--- config.mk ---
export PLATFORM = sky130hd
export DESIGN_NAME = fdtd_axi_word_mst_flat
export DESIGN_NICKNAME = d
export VERILOG_FILES = /design/src/rtl/fdtd_mst_pkg.sv /design/src/rtl/axi_bus_if.sv /design/src/rtl/fdtd_axi_wr_chan.sv /design/src/rtl/fdtd_axi_word_mst.sv /design/src/flat_wrapper.sv
export SDC_FILE = /design/constraint.sdc
export NUM_CORES = 1
export LEC_CHECK = 0
export BUFFER_PORTS_ARGS = -buffer_cell sky130_fd_sc_hd__buf_2
export CAP_MARGIN = 20
export CORE_AREA = 2 2 138 140
export DETAILED_ROUTE_END_ITERATION = 10
export DIE_AREA = 0 0 140 142
export SYNTH_ARGS = -nofsm -noshare
export SYNTH_HDL_FRONTEND = slang
export SYNTH_SLANG_ARGS = --single-unit
--- constraint.sdc ---
create_clock -name ACLK -period 4 [get_ports ACLK]
set_clock_uncertainty 0.15 [all_clocks]
set_input_delay 0.8 -clock ACLK [delete_from_list [all_inputs] [get_ports ACLK]]
set_output_delay 0.8 -clock ACLK [all_outputs]
set_load 0.02 [all_outputs]
--- src/rtl/fdtd_mst_pkg.sv ---
// fdtd_mst_pkg: shared types and AXI constants for the FDTD word master.
package fdtd_mst_pkg;

  // Master FSM states
  typedef enum logic [2:0] {
    IDLE,
    RD_ADDR,
    RD_DATA,
    WR_REQ,
    WR_RESP,
    RSP
  } mst_state_e;

  localparam logic [1:0] BURST_INCR  = 2'b01;

  localparam logic [1:0] RESP_OKAY   = 2'b00;
  localparam logic [1:0] RESP_EXOKAY = 2'b01;
  localparam logic [1:0] RESP_SLVERR = 2'b10;
  localparam logic [1:0] RESP_DECERR = 2'b11;

  // SLVERR and DECERR both have bit 1 set; OKAY/EXOKAY do not
  function automatic logic resp_is_err(input logic [1:0] resp);
    return resp[1];
  endfunction

endpackage

--- src/rtl/axi_bus_if.sv ---
// AXI_BUS: AXI4 bus bundle with master and slave views.
interface AXI_BUS #(
  parameter int unsigned AXI_ADDR_WIDTH = 32,
  parameter int unsigned AXI_DATA_WIDTH = 32,
  parameter int unsigned AXI_ID_WIDTH   = 10,
  parameter int unsigned AXI_USER_WIDTH = 1
);
  localparam int unsigned STRB_WIDTH = AXI_DATA_WIDTH / 8;

  logic [AXI_ID_WIDTH-1:0]   aw_id;
  logic [AXI_ADDR_WIDTH-1:0] aw_addr;
  logic [7:0]                aw_len;
  logic [2:0]                aw_size;
  logic [1:0]                aw_burst;
  logic                      aw_lock;
  logic [3:0]                aw_cache;
  logic [2:0]                aw_prot;
  logic [3:0]                aw_qos;
  logic [3:0]                aw_region;
  logic [AXI_USER_WIDTH-1:0] aw_user;
  logic                      aw_valid;
  logic                      aw_ready;

  logic [AXI_DATA_WIDTH-1:0] w_data;
  logic [STRB_WIDTH-1:0]     w_strb;
  logic                      w_last;
  logic [AXI_USER_WIDTH-1:0] w_user;
  logic                      w_valid;
  logic                      w_ready;

  logic [AXI_ID_WIDTH-1:0]   b_id;
  logic [1:0]                b_resp;
  logic [AXI_USER_WIDTH-1:0] b_user;
  logic                      b_valid;
  logic                      b_ready;

  logic [AXI_ID_WIDTH-1:0]   ar_id;
  logic [AXI_ADDR_WIDTH-1:0] ar_addr;
  logic [7:0]                ar_len;
  logic [2:0]                ar_size;
  logic [1:0]                ar_burst;
  logic                      ar_lock;
  logic [3:0]                ar_cache;
  logic [2:0]                ar_prot;
  logic [3:0]                ar_qos;
  logic [3:0]                ar_region;
  logic [AXI_USER_WIDTH-1:0] ar_user;
  logic                      ar_valid;
  logic                      ar_ready;

  logic [AXI_ID_WIDTH-1:0]   r_id;
  logic [AXI_DATA_WIDTH-1:0] r_data;
  logic [1:0]                r_resp;
  logic                      r_last;
  logic [AXI_USER_WIDTH-1:0] r_user;
  logic                      r_valid;
  logic                      r_ready;

  modport Master (
    output aw_id, aw_addr, aw_len, aw_size, aw_burst, aw_lock, aw_cache, aw_prot,
           aw_qos, aw_region, aw_user, aw_valid,
    input  aw_ready,
    output w_data, w_strb, w_last, w_user, w_valid,
    input  w_ready,
    input  b_id, b_resp, b_user, b_valid,
    output b_ready,
    output ar_id, ar_addr, ar_len, ar_size, ar_burst, ar_lock, ar_cache, ar_prot,
           ar_qos, ar_region, ar_user, ar_valid,
    input  ar_ready,
    input  r_id, r_data, r_resp, r_last, r_user, r_valid,
    output r_ready
  );

  modport Slave (
    input  aw_id, aw_addr, aw_len, aw_size, aw_burst, aw_lock, aw_cache, aw_prot,
           aw_qos, aw_region, aw_user, aw_valid,
    output aw_ready,
    input  w_data, w_strb, w_last, w_user, w_valid,
    output w_ready,
    output b_id, b_resp, b_user, b_valid,
    input  b_ready,
    input  ar_id, ar_addr, ar_len, ar_size, ar_burst, ar_lock, ar_cache, ar_prot,
           ar_qos, ar_region, ar_user, ar_valid,
    output ar_ready,
    output r_id, r_data, r_resp, r_last, r_user, r_valid,
    input  r_ready
  );

endinterface

--- src/rtl/fdtd_axi_wr_chan.sv ---
// fdtd_axi_wr_chan: independent AW/W valid tracking for a single-beat write.
// Both valids rise together when the write phase starts; each drops after
// its own handshake, in either order or in the same cycle.
module fdtd_axi_wr_chan (
  input  logic ACLK,
  input  logic ARESETn,
  input  logic start_i,
  input  logic active_i,
  input  logic aw_ready_i,
  input  logic w_ready_i,
  output logic aw_valid_o,
  output logic w_valid_o,
  output logic done_o
);

  logic aw_done;
  logic w_done;
  logic aw_hs;
  logic w_hs;

  assign aw_valid_o = active_i && !aw_done;
  assign w_valid_o  = active_i && !w_done;
  assign aw_hs      = aw_valid_o && aw_ready_i;
  assign w_hs       = w_valid_o && w_ready_i;

  // Both channels finished, counting a handshake that lands this cycle
  assign done_o = active_i && (aw_done || aw_hs) && (w_done || w_hs);

  // Remember which channel has already handshaken in this write phase
  always_ff @(posedge ACLK or negedge ARESETn) begin
    // NOTE: sequential state uses non-blocking assignments so every flop samples pre-edge values.
    if (!ARESETn) begin
      aw_done <= 1'b0;
      w_done  <= 1'b0;
    end else if (start_i) begin
      aw_done <= 1'b0;
      w_done  <= 1'b0;
    end else begin
      if (aw_hs) aw_done <= 1'b1;
      if (w_hs)  w_done  <= 1'b1;
    end
  end

endmodule

--- src/rtl/fdtd_axi_word_mst.sv ---
// fdtd_axi_word_mst: single-outstanding AXI4 master turning FDTD word
// requests into single-beat AXI4 reads and writes.
// Optional build macro FDTD_MST_ERR_CNT_EN adds err_cnt_o, a saturating
// count of transactions that completed with SLVERR/DECERR.
module fdtd_axi_word_mst
  import fdtd_mst_pkg::*;
#(
  parameter int unsigned AXI4_ADDR_WIDTH = 32,
  parameter int unsigned AXI4_DATA_WIDTH = 32,
  parameter int unsigned AXI4_ID_WIDTH   = 10,
  parameter int unsigned AXI4_USER_WIDTH = 1,
  parameter int unsigned MST_ID          = 0
) (
  input  logic                         ACLK,
  input  logic                         ARESETn,
  AXI_BUS.Master                       mst,
  input  logic                         req_valid_i,
  output logic                         req_ready_o,
  input  logic                         req_we_i,
  input  logic [AXI4_ADDR_WIDTH-1:0]   req_addr_i,
  input  logic [AXI4_DATA_WIDTH-1:0]   req_wdata_i,
  input  logic [AXI4_DATA_WIDTH/8-1:0] req_strb_i,
  output logic                         rsp_valid_o,
  input  logic                         rsp_ready_i,
  output logic [AXI4_DATA_WIDTH-1:0]   rsp_rdata_o,
  output logic                         rsp_err_o,
  output logic                         busy_o
`ifdef FDTD_MST_ERR_CNT_EN
  ,
  output logic [15:0]                  err_cnt_o
`endif
);

  localparam int unsigned STRB_WIDTH = AXI4_DATA_WIDTH / 8;
  localparam int unsigned SIZE       = $clog2(STRB_WIDTH);
  localparam logic [AXI4_ADDR_WIDTH-1:0] ADDR_LSB_MASK = AXI4_ADDR_WIDTH'((1 << SIZE) - 1);

  mst_state_e                 state_q, state_d;
  logic [AXI4_ADDR_WIDTH-1:0] addr_q;
  logic [AXI4_DATA_WIDTH-1:0] wdata_q;
  logic [STRB_WIDTH-1:0]      strb_q;
  logic [AXI4_DATA_WIDTH-1:0] rdata_q;
  logic                       err_q;
  logic                       accept;
  logic                       wr_done;
  logic                       r_beat;
  logic                       b_beat;

  assign accept = req_valid_i && (state_q == IDLE);
  assign r_beat = (state_q == RD_DATA) && mst.r_valid;
  assign b_beat = (state_q == WR_RESP) && mst.b_valid;

  // Single-beat INCR fields never change
  assign mst.aw_id     = AXI4_ID_WIDTH'(MST_ID);
  assign mst.aw_addr   = addr_q;
  assign mst.aw_len    = 8'd0;
  assign mst.aw_size   = 3'(SIZE);
  assign mst.aw_burst  = BURST_INCR;
  assign mst.aw_lock   = 1'b0;
  assign mst.aw_cache  = 4'd0;
  assign mst.aw_prot   = 3'd0;
  assign mst.aw_qos    = 4'd0;
  assign mst.aw_region = 4'd0;
  assign mst.aw_user   = '0;
  assign mst.w_data    = wdata_q;
  assign mst.w_strb    = strb_q;
  assign mst.w_last    = 1'b1;
  assign mst.w_user    = '0;
  assign mst.ar_id     = AXI4_ID_WIDTH'(MST_ID);
  assign mst.ar_addr   = addr_q;
  assign mst.ar_len    = 8'd0;
  assign mst.ar_size   = 3'(SIZE);
  assign mst.ar_burst  = BURST_INCR;
  assign mst.ar_lock   = 1'b0;
  assign mst.ar_cache  = 4'd0;
  assign mst.ar_prot   = 3'd0;
  assign mst.ar_qos    = 4'd0;
  assign mst.ar_region = 4'd0;
  assign mst.ar_user   = '0;

  // Single outstanding transaction, so IDs, last and user echoes carry no information
  logic unused_rsp_fields;
  assign unused_rsp_fields = ^{mst.r_id, mst.r_last, mst.r_user, mst.r_resp[0],
                               mst.b_id, mst.b_user, mst.b_resp[0]};

  fdtd_axi_wr_chan u_wr_chan (
    .ACLK       (ACLK),
    .ARESETn    (ARESETn),
    .start_i    (accept && req_we_i),
    .active_i   (state_q == WR_REQ),
    .aw_ready_i (mst.aw_ready),
    .w_ready_i  (mst.w_ready),
    .aw_valid_o (mst.aw_valid),
    .w_valid_o  (mst.w_valid),
    .done_o     (wr_done)
  );

  // FSM state register
  always_ff @(posedge ACLK or negedge ARESETn) begin
    if (!ARESETn) state_q <= IDLE;
    else          state_q <= state_d;
  end

  // Next-state and handshake outputs decoded from the registered state
  always_comb begin
    // NOTE: every output gets a default first so no path leaves it unassigned (no latches).
    state_d       = state_q;
    req_ready_o   = 1'b0;
    mst.ar_valid  = 1'b0;
    mst.r_ready   = 1'b0;
    mst.b_ready   = 1'b0;
    rsp_valid_o   = 1'b0;
    busy_o        = 1'b1;
    unique case (state_q)
      IDLE: begin
        req_ready_o = 1'b1;
        busy_o      = 1'b0;
        if (req_valid_i) state_d = req_we_i ? WR_REQ : RD_ADDR;
      end
      RD_ADDR: begin
        mst.ar_valid = 1'b1;
        if (mst.ar_ready) state_d = RD_DATA;
      end
      RD_DATA: begin
        mst.r_ready = 1'b1;
        if (mst.r_valid) state_d = RSP;
      end
      WR_REQ: begin
        if (wr_done) state_d = WR_RESP;
      end
      WR_RESP: begin
        mst.b_ready = 1'b1;
        if (mst.b_valid) state_d = RSP;
      end
      RSP: begin
        rsp_valid_o = 1'b1;
        if (rsp_ready_i) state_d = IDLE;
      end
      default: state_d = IDLE;
    endcase
  end

  // Request payload latched on accept, address forced to word alignment
  always_ff @(posedge ACLK) begin
    // NOTE: payload registers are not reset; they are only observed behind a valid that is.
    if (accept) begin
      addr_q  <= req_addr_i & ~ADDR_LSB_MASK;
      wdata_q <= req_wdata_i;
      strb_q  <= req_strb_i;
    end
  end

  // Response register: read data and error flag held until consumed
  always_ff @(posedge ACLK or negedge ARESETn) begin
    if (!ARESETn) begin
      rdata_q <= '0;
      err_q   <= 1'b0;
    end else if (r_beat) begin
      rdata_q <= mst.r_data;
      err_q   <= resp_is_err(mst.r_resp);
    end else if (b_beat) begin
      rdata_q <= '0;
      err_q   <= resp_is_err(mst.b_resp);
    end
  end

  assign rsp_rdata_o = rdata_q;
  assign rsp_err_o   = err_q;

`ifdef FDTD_MST_ERR_CNT_EN
  logic [15:0] err_cnt_q;
  logic        err_evt;

  assign err_evt = (r_beat && resp_is_err(mst.r_resp)) || (b_beat && resp_is_err(mst.b_resp));

  // Saturating count of transactions that ended in an error response
  always_ff @(posedge ACLK or negedge ARESETn) begin
    if (!ARESETn)                            err_cnt_q <= 16'd0;
    else if (err_evt && err_cnt_q != 16'hFFFF) err_cnt_q <= err_cnt_q + 16'd1;
  end

  assign err_cnt_o = err_cnt_q;
`endif

endmodule

--- src/flat_wrapper.sv ---
// flat-port wrapper written by rule: the top's interface ports become plain ports
module fdtd_axi_word_mst_flat import fdtd_mst_pkg::*;
#(
  parameter int unsigned AXI4_ADDR_WIDTH = 32,
  parameter int unsigned AXI4_DATA_WIDTH = 32,
  parameter int unsigned AXI4_ID_WIDTH   = 10,
  parameter int unsigned AXI4_USER_WIDTH = 1,
  parameter int unsigned MST_ID          = 0
)
  (ACLK, ARESETn, req_valid_i, req_ready_o, req_we_i, req_addr_i, req_wdata_i, req_strb_i, rsp_valid_o, rsp_ready_i, rsp_rdata_o, rsp_err_o, busy_o, mst_aw_id, mst_aw_addr, mst_aw_len, mst_aw_size, mst_aw_burst, mst_aw_lock, mst_aw_cache, mst_aw_prot, mst_aw_qos, mst_aw_region, mst_aw_user, mst_aw_valid, mst_aw_ready, mst_w_data, mst_w_strb, mst_w_last, mst_w_user, mst_w_valid, mst_w_ready, mst_b_id, mst_b_resp, mst_b_user, mst_b_valid, mst_b_ready, mst_ar_id, mst_ar_addr, mst_ar_len, mst_ar_size, mst_ar_burst, mst_ar_lock, mst_ar_cache, mst_ar_prot, mst_ar_qos, mst_ar_region, mst_ar_user, mst_ar_valid, mst_ar_ready, mst_r_id, mst_r_data, mst_r_resp, mst_r_last, mst_r_user, mst_r_valid, mst_r_ready);
  AXI_BUS #(.AXI_ADDR_WIDTH((32)), .AXI_DATA_WIDTH((32)), .AXI_ID_WIDTH(10), .AXI_USER_WIDTH(1)) mst_i ();
  input  logic ACLK;
  input  logic ARESETn;
  input  logic req_valid_i;
  output logic req_ready_o;
  input  logic req_we_i;
  input  logic [AXI4_ADDR_WIDTH-1:0] req_addr_i;
  input  logic [AXI4_DATA_WIDTH-1:0] req_wdata_i;
  input  logic [AXI4_DATA_WIDTH/8-1:0] req_strb_i;
  output logic rsp_valid_o;
  input  logic rsp_ready_i;
  output logic [AXI4_DATA_WIDTH-1:0] rsp_rdata_o;
  output logic rsp_err_o;
  output logic busy_o;
  output wire logic [$bits(mst_i.aw_id)-1:0] mst_aw_id;
  output wire logic [$bits(mst_i.aw_addr)-1:0] mst_aw_addr;
  output wire logic [$bits(mst_i.aw_len)-1:0] mst_aw_len;
  output wire logic [$bits(mst_i.aw_size)-1:0] mst_aw_size;
  output wire logic [$bits(mst_i.aw_burst)-1:0] mst_aw_burst;
  output wire logic [$bits(mst_i.aw_lock)-1:0] mst_aw_lock;
  output wire logic [$bits(mst_i.aw_cache)-1:0] mst_aw_cache;
  output wire logic [$bits(mst_i.aw_prot)-1:0] mst_aw_prot;
  output wire logic [$bits(mst_i.aw_qos)-1:0] mst_aw_qos;
  output wire logic [$bits(mst_i.aw_region)-1:0] mst_aw_region;
  output wire logic [$bits(mst_i.aw_user)-1:0] mst_aw_user;
  output wire logic [$bits(mst_i.aw_valid)-1:0] mst_aw_valid;
  input wire logic [$bits(mst_i.aw_ready)-1:0] mst_aw_ready;
  output wire logic [$bits(mst_i.w_data)-1:0] mst_w_data;
  output wire logic [$bits(mst_i.w_strb)-1:0] mst_w_strb;
  output wire logic [$bits(mst_i.w_last)-1:0] mst_w_last;
  output wire logic [$bits(mst_i.w_user)-1:0] mst_w_user;
  output wire logic [$bits(mst_i.w_valid)-1:0] mst_w_valid;
  input wire logic [$bits(mst_i.w_ready)-1:0] mst_w_ready;
  input wire logic [$bits(mst_i.b_id)-1:0] mst_b_id;
  input wire logic [$bits(mst_i.b_resp)-1:0] mst_b_resp;
  input wire logic [$bits(mst_i.b_user)-1:0] mst_b_user;
  input wire logic [$bits(mst_i.b_valid)-1:0] mst_b_valid;
  output wire logic [$bits(mst_i.b_ready)-1:0] mst_b_ready;
  output wire logic [$bits(mst_i.ar_id)-1:0] mst_ar_id;
  output wire logic [$bits(mst_i.ar_addr)-1:0] mst_ar_addr;
  output wire logic [$bits(mst_i.ar_len)-1:0] mst_ar_len;
  output wire logic [$bits(mst_i.ar_size)-1:0] mst_ar_size;
  output wire logic [$bits(mst_i.ar_burst)-1:0] mst_ar_burst;
  output wire logic [$bits(mst_i.ar_lock)-1:0] mst_ar_lock;
  output wire logic [$bits(mst_i.ar_cache)-1:0] mst_ar_cache;
  output wire logic [$bits(mst_i.ar_prot)-1:0] mst_ar_prot;
  output wire logic [$bits(mst_i.ar_qos)-1:0] mst_ar_qos;
  output wire logic [$bits(mst_i.ar_region)-1:0] mst_ar_region;
  output wire logic [$bits(mst_i.ar_user)-1:0] mst_ar_user;
  output wire logic [$bits(mst_i.ar_valid)-1:0] mst_ar_valid;
  input wire logic [$bits(mst_i.ar_ready)-1:0] mst_ar_ready;
  input wire logic [$bits(mst_i.r_id)-1:0] mst_r_id;
  input wire logic [$bits(mst_i.r_data)-1:0] mst_r_data;
  input wire logic [$bits(mst_i.r_resp)-1:0] mst_r_resp;
  input wire logic [$bits(mst_i.r_last)-1:0] mst_r_last;
  input wire logic [$bits(mst_i.r_user)-1:0] mst_r_user;
  input wire logic [$bits(mst_i.r_valid)-1:0] mst_r_valid;
  output wire logic [$bits(mst_i.r_ready)-1:0] mst_r_ready;
  assign mst_aw_id = mst_i.aw_id;
  assign mst_aw_addr = mst_i.aw_addr;
  assign mst_aw_len = mst_i.aw_len;
  assign mst_aw_size = mst_i.aw_size;
  assign mst_aw_burst = mst_i.aw_burst;
  assign mst_aw_lock = mst_i.aw_lock;
  assign mst_aw_cache = mst_i.aw_cache;
  assign mst_aw_prot = mst_i.aw_prot;
  assign mst_aw_qos = mst_i.aw_qos;
  assign mst_aw_region = mst_i.aw_region;
  assign mst_aw_user = mst_i.aw_user;
  assign mst_aw_valid = mst_i.aw_valid;
  assign mst_i.aw_ready = mst_aw_ready;
  assign mst_w_data = mst_i.w_data;
  assign mst_w_strb = mst_i.w_strb;
  assign mst_w_last = mst_i.w_last;
  assign mst_w_user = mst_i.w_user;
  assign mst_w_valid = mst_i.w_valid;
  assign mst_i.w_ready = mst_w_ready;
  assign mst_i.b_id = mst_b_id;
  assign mst_i.b_resp = mst_b_resp;
  assign mst_i.b_user = mst_b_user;
  assign mst_i.b_valid = mst_b_valid;
  assign mst_b_ready = mst_i.b_ready;
  assign mst_ar_id = mst_i.ar_id;
  assign mst_ar_addr = mst_i.ar_addr;
  assign mst_ar_len = mst_i.ar_len;
  assign mst_ar_size = mst_i.ar_size;
  assign mst_ar_burst = mst_i.ar_burst;
  assign mst_ar_lock = mst_i.ar_lock;
  assign mst_ar_cache = mst_i.ar_cache;
  assign mst_ar_prot = mst_i.ar_prot;
  assign mst_ar_qos = mst_i.ar_qos;
  assign mst_ar_region = mst_i.ar_region;
  assign mst_ar_user = mst_i.ar_user;
  assign mst_ar_valid = mst_i.ar_valid;
  assign mst_i.ar_ready = mst_ar_ready;
  assign mst_i.r_id = mst_r_id;
  assign mst_i.r_data = mst_r_data;
  assign mst_i.r_resp = mst_r_resp;
  assign mst_i.r_last = mst_r_last;
  assign mst_i.r_user = mst_r_user;
  assign mst_i.r_valid = mst_r_valid;
  assign mst_r_ready = mst_i.r_ready;
  fdtd_axi_word_mst #(.AXI4_ADDR_WIDTH(AXI4_ADDR_WIDTH), .AXI4_DATA_WIDTH(AXI4_DATA_WIDTH), .AXI4_ID_WIDTH(AXI4_ID_WIDTH), .AXI4_USER_WIDTH(AXI4_USER_WIDTH), .MST_ID(MST_ID)) u_core (.ACLK(ACLK), .ARESETn(ARESETn), .mst(mst_i), .req_valid_i(req_valid_i), .req_ready_o(req_ready_o), .req_we_i(req_we_i), .req_addr_i(req_addr_i), .req_wdata_i(req_wdata_i), .req_strb_i(req_strb_i), .rsp_valid_o(rsp_valid_o), .rsp_ready_i(rsp_ready_i), .rsp_rdata_o(rsp_rdata_o), .rsp_err_o(rsp_err_o), .busy_o(busy_o));
endmodule
==> flow_metrics.env <==
export IMPL_status="finished, violations left"
export IMPL_failed_checks="DRC"
export IMPL_dp_cells=743
export IMPL_grt_max_degree=69
export IMPL_grt_pass1_wl_um=14500
export IMPL_synthTopCellsByArea="edfxtp_1 (45%), dfrtp_1 (22%), buf_4 (20%)"
export IMPL_switching_share_pct=36.8
export IMPL_crit_arrival_ns=1.51
export IMPL_clkLatencyLatePin_ns=0.34
export IMPL_relSlewSlack_pct=38.7
export IMPL_worst_pin_slew_ns=0.919
export IMPL_min_period_ns=2.46
export IMPL_coreArea_mm2=0.0185
export IMPL_hold_buffers=0
export IMPL_vias=2743
export IMPL_clock_sinks=104
export IMPL_dr_pass1_iters=9
export IMPL_intPower_mw=2.54
export IMPL_synth_seq_cells=104
export IMPL_synth_top_cell_by_area="edfxtp_1"
export IMPL_cp_max_fo=18
export IMPL_hp_start="u_core.rsp_rdata_o[22]$_DFFE_PN0P_"
export IMPL_clock_path_buffers=2
export IMPL_reg2reg_slack_ns=1.67
export IMPL_placed_area_mm2=0.00531
export IMPL_fin_nets=658
export IMPL_drv_cap=0
export IMPL_synthDistinctLibCells=30
export IMPL_fp_dieW_um=140
export IMPL_ctsResizeCount=0
export IMPL_holdPathEnd="u_core.rsp_rdata_o[22]$_DFFE_PN0P_"
export IMPL_start_kind="flop"
export IMPL_hold_viol_final=0
export IMPL_worst_ep_required_time_ns=3.05
export IMPL_root_buffer="clkbuf_16"
export IMPL_ir_drop_mv=0.328
export IMPL_antenna_left=0
export IMPL_r2r_start="u_core.state_q[0]$_DFFE_PN0P_"
export IMPL_dieArea_mm2=0.0199
export IMPL_globalplace_congestion=0.743
export IMPL_cts_buffers=9
export IMPL_cts_setup_buffers=0
export IMPL_clkTransAtPathRegs_ns=0.07
export IMPL_syn_mean_instance_area_um2=14.5
export IMPL_num_antenna_cells=0
export IMPL_reg2reg_to="u_core.mst.ar_addr[30]$_DFFE_PP_"
export IMPL_finalSetupTns_ns=0
export IMPL_min_path_type="flop to flop"
export IMPL_hold_depth=1
export IMPL_power_frac_comb_pct=34.6
export IMPL_finalWirelength_um=10400
export IMPL_avgViaCountPerCell=3.61
export IMPL_grt_overflow_total=0
export IMPL_pin_count=360
export IMPL_end_kind="output pin"
export IMPL_area_growth_pct=28.5
export IMPL_antenna_found_initial=1
export IMPL_cp_startpoint="u_core.state_q[0]$_DFFE_PN0P_"
export IMPL_drc_errors=25
export IMPL_power_share_clock_pct=23.7
export IMPL_period_share_pct=61.6
export IMPL_fin_cells=760
export IMPL_synth_area_mm2=0.00440
export IMPL_h_tree_depth=3
export IMPL_total_leakage_power_nw=2.79
export IMPL_drive_above_1_share_pct=50.8
export IMPL_io_buffers=246
export IMPL_drt_iter0_markers=143
export IMPL_power_density_mw_per_mm2=709
export IMPL_p_switching_mw=1.48
export IMPL_setup_violations=0
export IMPL_first_global_vias=2445
export IMPL_slew_violations=0
export IMPL_grt_usage_pct=9.92
export IMPL_synth_top_area_share_pct=45.0
export IMPL_worstRegToRegCells=2
export IMPL_seqPwrFrac_pct=41.7
export IMPL_post_drt_wl_per_cell_um=13.7
export IMPL_die_h_um=142
export IMPL_rsz0062_at_grt="false"
export IMPL_fmax_mhz=406
export IMPL_ys_warn_count=0
export IMPL_cts_tree="yes"
export IMPL_std_cell_rows=50
export IMPL_synthesis_instances=304
export IMPL_post_dp_hpwl_um=7920
export IMPL_design_area_mm2=0.00566
export IMPL_critPathKind="flop to output pin"
export IMPL_floorplan_initialDensity_pct=23.9
export IMPL_seq_area_frac_synth_pct=66.6
synth_stat cells:
cell type    n
buf_4      117
edfxtp_1    66
dfrtp_1     38
a22o_1      32
nand2_1      7
nor2_1       6
buf_2        5
a21oi_1      3
buf_6        3
a31oi_1      2
and2_1       2
conb_1       2
mux2i_1      2
nand2b_1     2
nand3b_1     2
a21o_1       1
and3b_1      1
clkbuf_1     1
inv_1        1
mux2_2       1
nand3_1      1
nor2_2       1
nor2b_1      1
nor2b_4      1
nor3_1       1
nor3b_1      1
o211ai_1     1
o21ai_0      1
o221ai_1     1
o41ai_1      1
cells in the final DEF (no fill, tap or decap):
master / count
nand3_1: 1
dfrtp_1: 38
nor3b_1: 1
nand2_1: 7
o221ai_1: 1
and3b_1: 1
and2_1: 1
clkinv_2: 1
a31oi_1: 2
nor2_1: 6
a21oi_1: 3
buf_2: 246
o41ai_1: 1
mux2_2: 1
inv_1: 1
nor3_1: 1
nor2b_1: 1
clkbuf_16: 9
nand3b_1: 2
conb_1: 86
o21ai_0: 1
o211ai_1: 1
buf_4: 1
a21o_1: 1
bufinv_16: 2
nand2b_1: 2
buf_16: 1
inv_6: 2
and2_4: 1
clkbuf_1: 1
mux2i_1: 2
nor2_2: 1
a22o_1: 32
clkinv_4: 1
edfxtp_1: 66
nor2b_4: 1
worst max-delay path by stage:
stage | to | slack, ns | depth (start not counted)
final | req_ready_o | 1.54 | 2
after global routing | busy_o | 1.39 | 3
after CTS | req_ready_o | 1.53 | 2
after detailed placement | u_core.rsp_rdata_o[6]$_DFFE_PN0P_ | 1.56 | 4
after global placement | u_core.rsp_rdata_o[8]$_DFFE_PN0P_ | 1.60 | 4
after floorplan | u_core.mst.ar_addr[10]$_DFFE_PP_ | 0.63 | 3
registers in the layout (all words and copies together) (netlist names):
name and cells:
u_core.rsp_rdata_o 32, u_core.mst.w_data 32, u_core.u_wr_chan.w_done 1, u_core.mst.w_strb 4, u_core.mst.ar_addr 30, u_core.rsp_err_o 1
u_core.state_q 3, u_core.u_wr_chan.aw_done 1
routing by layer:
layer	wire (µm)	global-route usage, %	up-vias
met5	10	0	-
met4	139	3.83	2
met3	1140	4.04	12
met2	5110	15.8	175
met1	4000	12.1	1257
li1	-	-	1297
power by group through the flow:
stage | clock (mW) | combinational, mW | sequential (mW)
2_1_floorplan | 0 | 0.731 | 2.00
3_3_place_gp | 0 | 1.38 | 1.70
3_5_place_dp | 0 | 1.40 | 1.68
4_1_cts | 1.00 | 1.39 | 1.68
5_1_grt | 1.04 | 1.48 | 1.72
6_report | 0.951 | 1.39 | 1.68
logic make-up after synthesis:
family	count (synthesis)	share of synthesized area (%)
other cells	2	0.171
simple gates	26	3.21
buf+inv	127	21.5
flops	104	66.6
mux	3	0.710
compound gates	42	7.84
per-stage QoR:
stage	power (mW)	worst slack, ns	hold WS, ns	util [%]
after floorplan	2.73	0.629	0.354	-
after global placement	3.07	1.60	0.329	28.8
after detailed placement	3.08	1.56	0.329	28.8
after CTS	4.07	1.53	0.349	30.5
after global routing	4.24	1.39	0.365	30.7
final	4.01	1.54	0.346	30.7
critical path, cell delays in order, from the launching register on:
cell     delay, ns
dfrtp_1       0.56
nor3_1        0.38
buf_2         0.23
cell type report:
| cell class | instances | area, µm² |
|---|---|---|
| repair buffers | 248 | 1270 |
| clock inverters | 6 | 91.3 |
| clock buffers | 10 | 229 |
| multi-input cells | 157 | 843 |
| inverters | 1 | 3.75 |
| fillers | 1919 | 12800 |
| flip-flops and latches | 104 | 2930 |
| well taps | 234 | 293 |
(Power assumes the default switching activity.)
